**config.mk**
```make
export PLATFORM = sky130hd
export DESIGN_NAME = fetch_decode_queue
export DESIGN_NICKNAME = d
export VERILOG_FILES = /design/src/rtl/fetch_decode_queue.sv
export SDC_FILE = /design/constraint.sdc
export NUM_CORES = 1
export LEC_CHECK = 0
export BUFFER_PORTS_ARGS = -buffer_cell sky130_fd_sc_hd__buf_4
export CAP_MARGIN = 15
export CORE_MARGIN = 1.5
export CORE_UTILIZATION = 55
export CTS_CLUSTER_DIAMETER = 40
export DETAILED_ROUTE_END_ITERATION = 16
export PLACE_DENSITY = 0.83
export REMOVE_ABC_BUFFERS = 1
export SYNTH_ARGS = -nofsm -noshare
export SYNTH_HDL_FRONTEND = slang
export SYNTH_SLANG_ARGS = --single-unit
```
**constraint.sdc**
```tcl
create_clock -name clk -period 14.1 [get_ports clk]
set_input_delay 0.705 -clock clk [delete_from_list [all_inputs] [get_ports clk]]
set_output_delay 0.705 -clock clk [all_outputs]
set_load 0.05 [all_outputs]
```
**src/rtl/fetch_decode_queue.sv**
```systemverilog
// Elastic Fetch->Decode buffer: DEPTH-entry circular queue of {PC, PC+4, Instr}.
// Decode sees a NOP bubble whenever the queue is empty.
module fetch_decode_queue #(
    parameter int XLEN = 32,
    parameter int ILEN = 32,
    parameter int DEPTH = 2,
    parameter logic [ILEN-1:0] NOP_INSTR = 32'h00000013
) (
    input  logic                       clk,
    input  logic                       rst,
    input  logic                       flush,
    input  logic                       ValidF,
    output logic                       ReadyF,
    input  logic [XLEN-1:0]            PCF,
    input  logic [XLEN-1:0]            PCPlus4F,
    input  logic [ILEN-1:0]            InstrF,
    output logic                       ValidD,
    input  logic                       ReadyD,
    output logic [XLEN-1:0]            PCD,
    output logic [XLEN-1:0]            PCPlus4D,
    output logic [ILEN-1:0]            InstrD,
    output logic [$clog2(DEPTH+1)-1:0] count
);

    localparam int PW = $clog2(DEPTH);
    localparam int CW = $clog2(DEPTH + 1);

    logic [XLEN-1:0] pc_mem  [DEPTH];
    logic [XLEN-1:0] pc4_mem [DEPTH];
    logic [ILEN-1:0] ins_mem [DEPTH];

    logic [PW-1:0] wr_ptr;
    logic [PW-1:0] rd_ptr;
    logic          push;
    logic          pop;

    // Readiness depends only on registered count, never on ReadyD.
    assign ReadyF = (count < CW'(DEPTH));
    assign ValidD = (count != '0);
    assign push   = ValidF & ReadyF;
    assign pop    = ValidD & ReadyD;

    always_ff @(posedge clk) begin
        if (rst) begin
            wr_ptr <= '0;
            rd_ptr <= '0;
            count  <= '0;
        end else if (flush) begin
            wr_ptr <= '0;
            rd_ptr <= '0;
            count  <= '0;
        end else begin
            if (push)
                wr_ptr <= wr_ptr + PW'(1);
            if (pop)
                rd_ptr <= rd_ptr + PW'(1);
            count <= count + CW'(push) - CW'(pop);
        end
    end

    // Storage carries no reset; stale slots are unreachable once pointers clear.
    always_ff @(posedge clk) begin
        if (push) begin
            pc_mem[wr_ptr]  <= PCF;
            pc4_mem[wr_ptr] <= PCPlus4F;
            ins_mem[wr_ptr] <= InstrF;
        end
    end

    always_comb begin
        PCD      = '0;
        PCPlus4D = '0;
        InstrD   = NOP_INSTR;
        if (ValidD) begin
            PCD      = pc_mem[rd_ptr];
            PCPlus4D = pc4_mem[rd_ptr];
            InstrD   = ins_mem[rd_ptr];
        end
    end

    always_ff @(posedge clk) begin
        if (!rst) begin
            assert (count <= CW'(DEPTH));
            assert (!(push && count == CW'(DEPTH)));
            assert (!(pop && count == '0));
        end
    end

endmodule

```
==> metrics, run 1 <==
routing usage on met1 24.42%; pwr/cell area 138.5 mW/mm2; crit-path cells nor2_4 -> buf_4 -> inv_1 -> nand2_1 -> buf_4; synth warn 0; Total Nets Final 738; Inst Count DP 792; Arr. time, crit path 2.83 ns; final instance count without filler cells 823; Switch Pwr 0.2999 mW; # IOs 201; most frequent cells in the layout buf_4, edfxtp_1, mux2i_1; GR Util met2 32.79%; hold endpoint ins_mem[0][2]; first-pass GRT wire length 21.39 mm; required time worst endpoint 13.40 ns; HPWL after DPL 9.076 mm; period utilization 25.11%; wire per inst 17.52 um; initial antenna violation count 0; Post-Layout Inst Area 0.009773 mm2; Mapped Cells 433; cell taking the most area after synthesis edfxtp_1; top cells by area, synth edfxtp_1, mux2i_1, nor2_1, dfxtp_1, buf_12; clk buf depth 2; Crit Path Class reg -> out; GR peak layer met2; ys flop type edfxtp_1; Fmax 282.5 MHz; Netlist cell types 26; Row Count 42; Tot GR Track Use 20.01%; Reg2Reg Launch Point count[1]; # hold bufs at CTS 0; Hold Crit Class in -> reg; Post-CTS Setup Repair Bufs 0; core area 0.01330 mm2; reg-to-reg critical path endpoint pc4_mem[0][17]; Critical Path Most Common Cell buf_4; Via density 5.193; CTS H-tree lvls 4; Sw Share 22.16%; CTS tree done; largest net degree at the start of global routing 57; setup slack, reg-to-reg 11.83 ns; CTS clk-pin slew, worst paths 0.06 ns; initial DRC count 278; RSZ-0062 raised after global routing false; CP Max Fanout 49; commonest non-fill, non-tap cell in the layout buf_4; hold_ws 0.4684 ns; Final TNS setup 0 ns; # DRC 0; gr ovfl total 0; final hold vios 0; Mapped Area 0.007533 mm2; vias in the first global route 4244; Die Span Y 120.0 um; Final GP Congestion 0.7790; critical path launch point type flop; Layout area overhead 29.73%; Logic pwr share 11.2%; max-slew violations 0; met3 GRT Util 6.321%; area share of the largest cell type after synthesis 76.53%; Syn Area/Cell 17.40 um2; status finished, final reports clean; Die Width 120.0 um; clock skew 0.005561 ns; Seq pwr share 50.4%; Leakage 3.591 nW; ys async rst share 0%; maxcap violations 0; WL final 14.42 mm; Final min period 3.540 ns; share of layout cells above drive strength 1 36.48%; Worst R2R Path Depth 4; Final Power 1.353 mW; Peak VDD IR 107.6 uV; Hold Crit Depth 1; clock latency on the worst-skew pair 0.42 ns; Initial Utilization 56.66%; min-delay src InstrF[2]; cts bufs inserted 17; Max stage delay cell, worst path nor2_4; Buf+Inv Stages, Crit Path 3; Placed Instance Area 0.009112 mm2; Root Driver clkbuf_16; FF+latch count, synth 197; detailed-route via count 4274; Resized Gates After CTS 0; cell family contributing the most delay on the critical path buffers and inverters; clock power share 38.5%; EDFF count, synth 192; TritonRoute pass-1 iters 4; Int Power 1.053 mW; clk sinks 197; register area share after synthesis 77.86%; Port Buf Inserts 200; final-report setup violation count 0; CP Capture Type output pin; crit-path max cell delay 0.87 ns; Die Area 0.01441 mm2; Antenna diodes 0; Worst-Margin Slew 1.119 ns; ANT nets after route 0; Slew HR 25.21%
[sequential cells by signal, indices dropped and copies added (netlist names), named ones only]
| name | count |
|---|---|
| pc_mem | 64 |
| count | 2 |
| rd_ptr | 1 |
| pc4_mem | 64 |
| wr_ptr | 1 |
| ins_mem | 64 |
[routing by layer]
metal / vias up / wire length, um
met3: 27 / 1101
met4: 0 / 310
li1: 2008 / -
met5: - / 0
met1: 2058 / 5827
met2: 181 / 7182
[power by group through the flow]
| stage | sequential [mW] | combinational (mW) | clock, mW |
|---|---|---|---|
| after global placement | 0.693 | 0.147 | 0 |
| after floorplan | 0.697 | 0.0881 | 0 |
| after CTS | 0.682 | 0.151 | 0.527 |
| after global routing | 0.683 | 0.159 | 0.550 |
| final | 0.682 | 0.151 | 0.521 |
| after detailed placement | 0.694 | 0.150 | 0 |
[cells by family (layout without fill, tap and decap cells)]
logic type | after synthesis | count (layout) | synth area share, %
buffers and inverters | 24 | 238 | 2.724
DFF | 197 | 197 | 77.86
xor gates and xnor gates | 2 | 2 | 0.2326
AOI/OAI and AO/OA | 5 | 5 | 0.3653
and+or+nand+nor | 108 | 108 | 5.896
muxes | 96 | 96 | 12.76
adders and majority gates | 1 | 1 | 0.1661
[worst max-delay path by stage]
stage	from	to	slack, ns	cells after the start
floorplan	ValidF	ins_mem[0][0]	8.75	2
global placement	count[1]	InstrD[4]	11.02	5
detailed placement	count[1]	InstrD[4]	11.00	5
CTS	count[1]	InstrD[4]	10.55	5
global route	count[1]	InstrD[1]	10.34	5
finish	count[1]	InstrD[4]	10.56	5
[through the flow]
| stage | worst slack [ns] | utilization, % |
|---|---|---|
| after CTS | 10.55 | 73.36 |
| after floorplan | 8.748 | - |
| final | 10.56 | 73.51 |
| after global routing | 10.34 | 73.51 |
| after global placement | 11.02 | 68.54 |
| after detailed placement | 11.00 | 68.54 |
[layout make-up]
class                      instances  area [um2]
clock inverter                    11       207.7
fill                             841        3522
inverter                           3       11.26
tap                              176       220.2
sequential                       197        5869
multi-input combinational        212        1480
clock buffer                      19       432.9
timing repair buffer             205        1551
[synth_stat cells (all sizes together), types with 2 or more instances]
| master | n |
|---|---|
| inv | 3 |
| clkbuf | 2 |
| nand2 | 3 |
| nor3 | 4 |
| xor2 | 2 |
| edfxtp | 192 |
| o21ai | 3 |
| nor2 | 95 |
| buf | 19 |
| dfxtp | 5 |
| mux2i | 96 |
(Power assumes the default switching activity.)
==> run 2: changes to the inputs <==
--- a/config.mk
+++ b/config.mk
@@ -8,10 +8,10 @@
 export BUFFER_PORTS_ARGS = -buffer_cell sky130_fd_sc_hd__buf_4
 export CAP_MARGIN = 15
 export CORE_MARGIN = 1.5
-export CORE_UTILIZATION = 55
+export CORE_UTILIZATION = 47
 export CTS_CLUSTER_DIAMETER = 40
 export DETAILED_ROUTE_END_ITERATION = 16
-export PLACE_DENSITY = 0.83
+export PLACE_DENSITY = 0.75
 export REMOVE_ABC_BUFFERS = 1
 export SYNTH_ARGS = -nofsm -noshare
 export SYNTH_HDL_FRONTEND = slang
==> constraint.sdc (replaced) <==
create_clock -name clk -period 3.1 [get_ports clk]
set_input_delay 0.155 -clock clk [delete_from_list [all_inputs] [get_ports clk]]
set_output_delay 0.155 -clock clk [all_outputs]
set_load 0.05 [all_outputs]
==> metrics, run 2 (synthesis gave the netlist of run 1 again) <==
Reg2Reg Launch Point count[1]; Post-CTS Setup Repair Bufs 0 (unchanged); Inst Count DP 835 (+5.4%); Hold Crit Class in -> reg; required time worst endpoint 2.94 ns (-10.46 ns); Max stage delay cell, worst path dfxtp_4; Final TNS setup 0 ns (unchanged); # hold bufs at CTS 99 (+99); maxcap violations 0 (unchanged); Port Buf Inserts 200 (unchanged); wire per inst 17.22 um (-1.7%); period utilization 73.69%; CTS H-tree lvls 4 (unchanged); Die Area 0.01680 mm2 (+17%); Sw Share 23.98% (+1.8 points); first-pass GRT wire length 25.14 mm (+18%); Arr. time, crit path 2.13 ns (-0.70 ns); max-slew violations 0 (unchanged); CTS tree done; initial antenna violation count 0 (unchanged); WL final 16.64 mm (+15%); # DRC 0 (unchanged); status finished, final reports clean; hold_ws 0.1885 ns (-0.2799 ns); Final Power 5.998 mW (+340%); cts bufs inserted 17 (unchanged); pwr/cell area 556.5 mW/mm2 (+300%); # IOs 201 (unchanged); HPWL after DPL 9.775 mm (+7.7%); Logic pwr share 13.4% (+2.2 points); Resized Gates After CTS 0 (unchanged); Slew HR 54.58% (+29 points); Worst Setup EP InstrD[1]; Initial Utilization 47.77% (-8.9 points); CP Capture Type output pin; clock power share 34.9% (-3.6 points); ANT nets after route 0 (unchanged); final instance count without filler cells 966 (+17%); clock skew 0.005199 ns (-0.0003617 ns); Int Power 4.559 mW (+330%); Worst R2R Path Depth 3 (-1); Fmax 437.8 MHz; Worst-Margin Slew 0.6813 ns (-0.4379 ns); CTS clk-pin slew, worst paths 0.07 ns (about the same); final hold vios 0 (unchanged); Die Span Y 129.6 um (+8.0%); Seq pwr share 51.7% (+1.3 points); share of layout cells above drive strength 1 32.00% (-4.5 points); RSZ-0062 raised after global routing false; Via density 4.896 (-5.7%); clock latency on the worst-skew pair 0.42 ns (about the same); commonest non-fill, non-tap cell in the layout buf_4; Row Count 46 (+9.5%); Final GP Congestion 0.7461 (-4.2%); final-report setup violation count 0 (unchanged); Layout area overhead 43.07%; Die Width 129.6 um (+8.0%); core area 0.01577 mm2 (+19%); Peak VDD IR 434.1 uV (+300%); detailed-route via count 4730 (+11%); setup slack, reg-to-reg 1.18 ns (-10.65 ns); clk buf depth 2 (unchanged); reg-to-reg critical path endpoint pc_mem[1][8]; largest net degree at the start of global routing 74 (+30%); Switch Pwr 1.438 mW (+380%); Crit Path Class reg -> out; Antenna diodes 0 (unchanged); initial DRC count 248 (-11%); clk sinks 197 (unchanged); Total Nets Final 839 (+14%); post-route core utilization 68.34% (-5.2 points); Critical Path Most Common Cell buf_4; gr ovfl total 0 (unchanged); TritonRoute pass-1 iters 4 (unchanged); most frequent cells in the layout buf_4, edfxtp_1, dlygate4sd3_1; top flop regs ins_mem (64), pc4_mem (64), pc_mem (64); vias in the first global route 5064 (+19%); critical path launch point type flop; Leakage 3.987 nW (+11%); Final min period 2.284 ns; CP Max Fanout 29 (-41%); crit-path max cell delay 0.67 ns (-0.20 ns); Tot GR Track Use 20.13% (+0.12 points); crit-path cells buf_4 -> mux2i_1 -> nand2_1 -> buf_4; Root Driver clkbuf_16
## run 2: worst min-delay path by stage
stage               cells past startpoint              to    startpoint  slack (ns)
global placement                        1  pc4_mem[0][16]  PCPlus4F[16]        0.34
detailed placement                      1  ins_mem[0][17]    InstrF[17]        0.34
finish                                  4        count[1]        ReadyD        0.19
floorplan                               1        count[1]         flush        0.23
global route                            4        count[1]        ReadyD        0.20
CTS                                     4        count[1]        ReadyD        0.17
## run 2: critical path, delay by kind of cell (launching register included)
kind / cells / cell delay [ns]
and+or+nand+nor: 1 / 0.09
muxes: 1 / 0.29
DFF: 1 / 0.67
buffers and inverters: 2 / 0.64
## run 2: area by class of cell
cell class                 count  area [um2]
clock inverter                14       135.1
sequential                   197        5869
tap                          216       270.3
inverter                       3       11.26
clock buffer                  18       429.2
timing repair buffer         306        2582
multi-input combinational    212        1480
fill                        1099        4992
## run 2: stage by stage
step	cell area, um2	worst slack, ns
3_3_place_gp	9223	1.265
5_1_grt	10780	0.6719
4_1_cts	10780	0.7834
2_1_floorplan	7340	-2.237
6_report	10780	0.8157
3_5_place_dp	9223	1.194
## run 2: per-layer routing
layer | global-route usage [%] | wire length [um] | vias up
met3 | 5.285 | 882 | 18
met5 | 0 | 0 | -
li1 | - | - | 2216
met4 | 6.732 | 203 | 0
met1 | 22.93 | 6551 | 2341
met2 | 36.73 | 9000 | 155
## run 2: power groups by stage
stage | logic [mW] | registers (mW) | clock network (mW)
floorplan | 0.401 | 3.17 | 0
global placement | 0.680 | 3.15 | 0
detailed placement | 0.696 | 3.16 | 0
CTS | 0.801 | 3.10 | 2.13
global route | 0.851 | 3.11 | 2.24
finish | 0.804 | 3.10 | 2.10
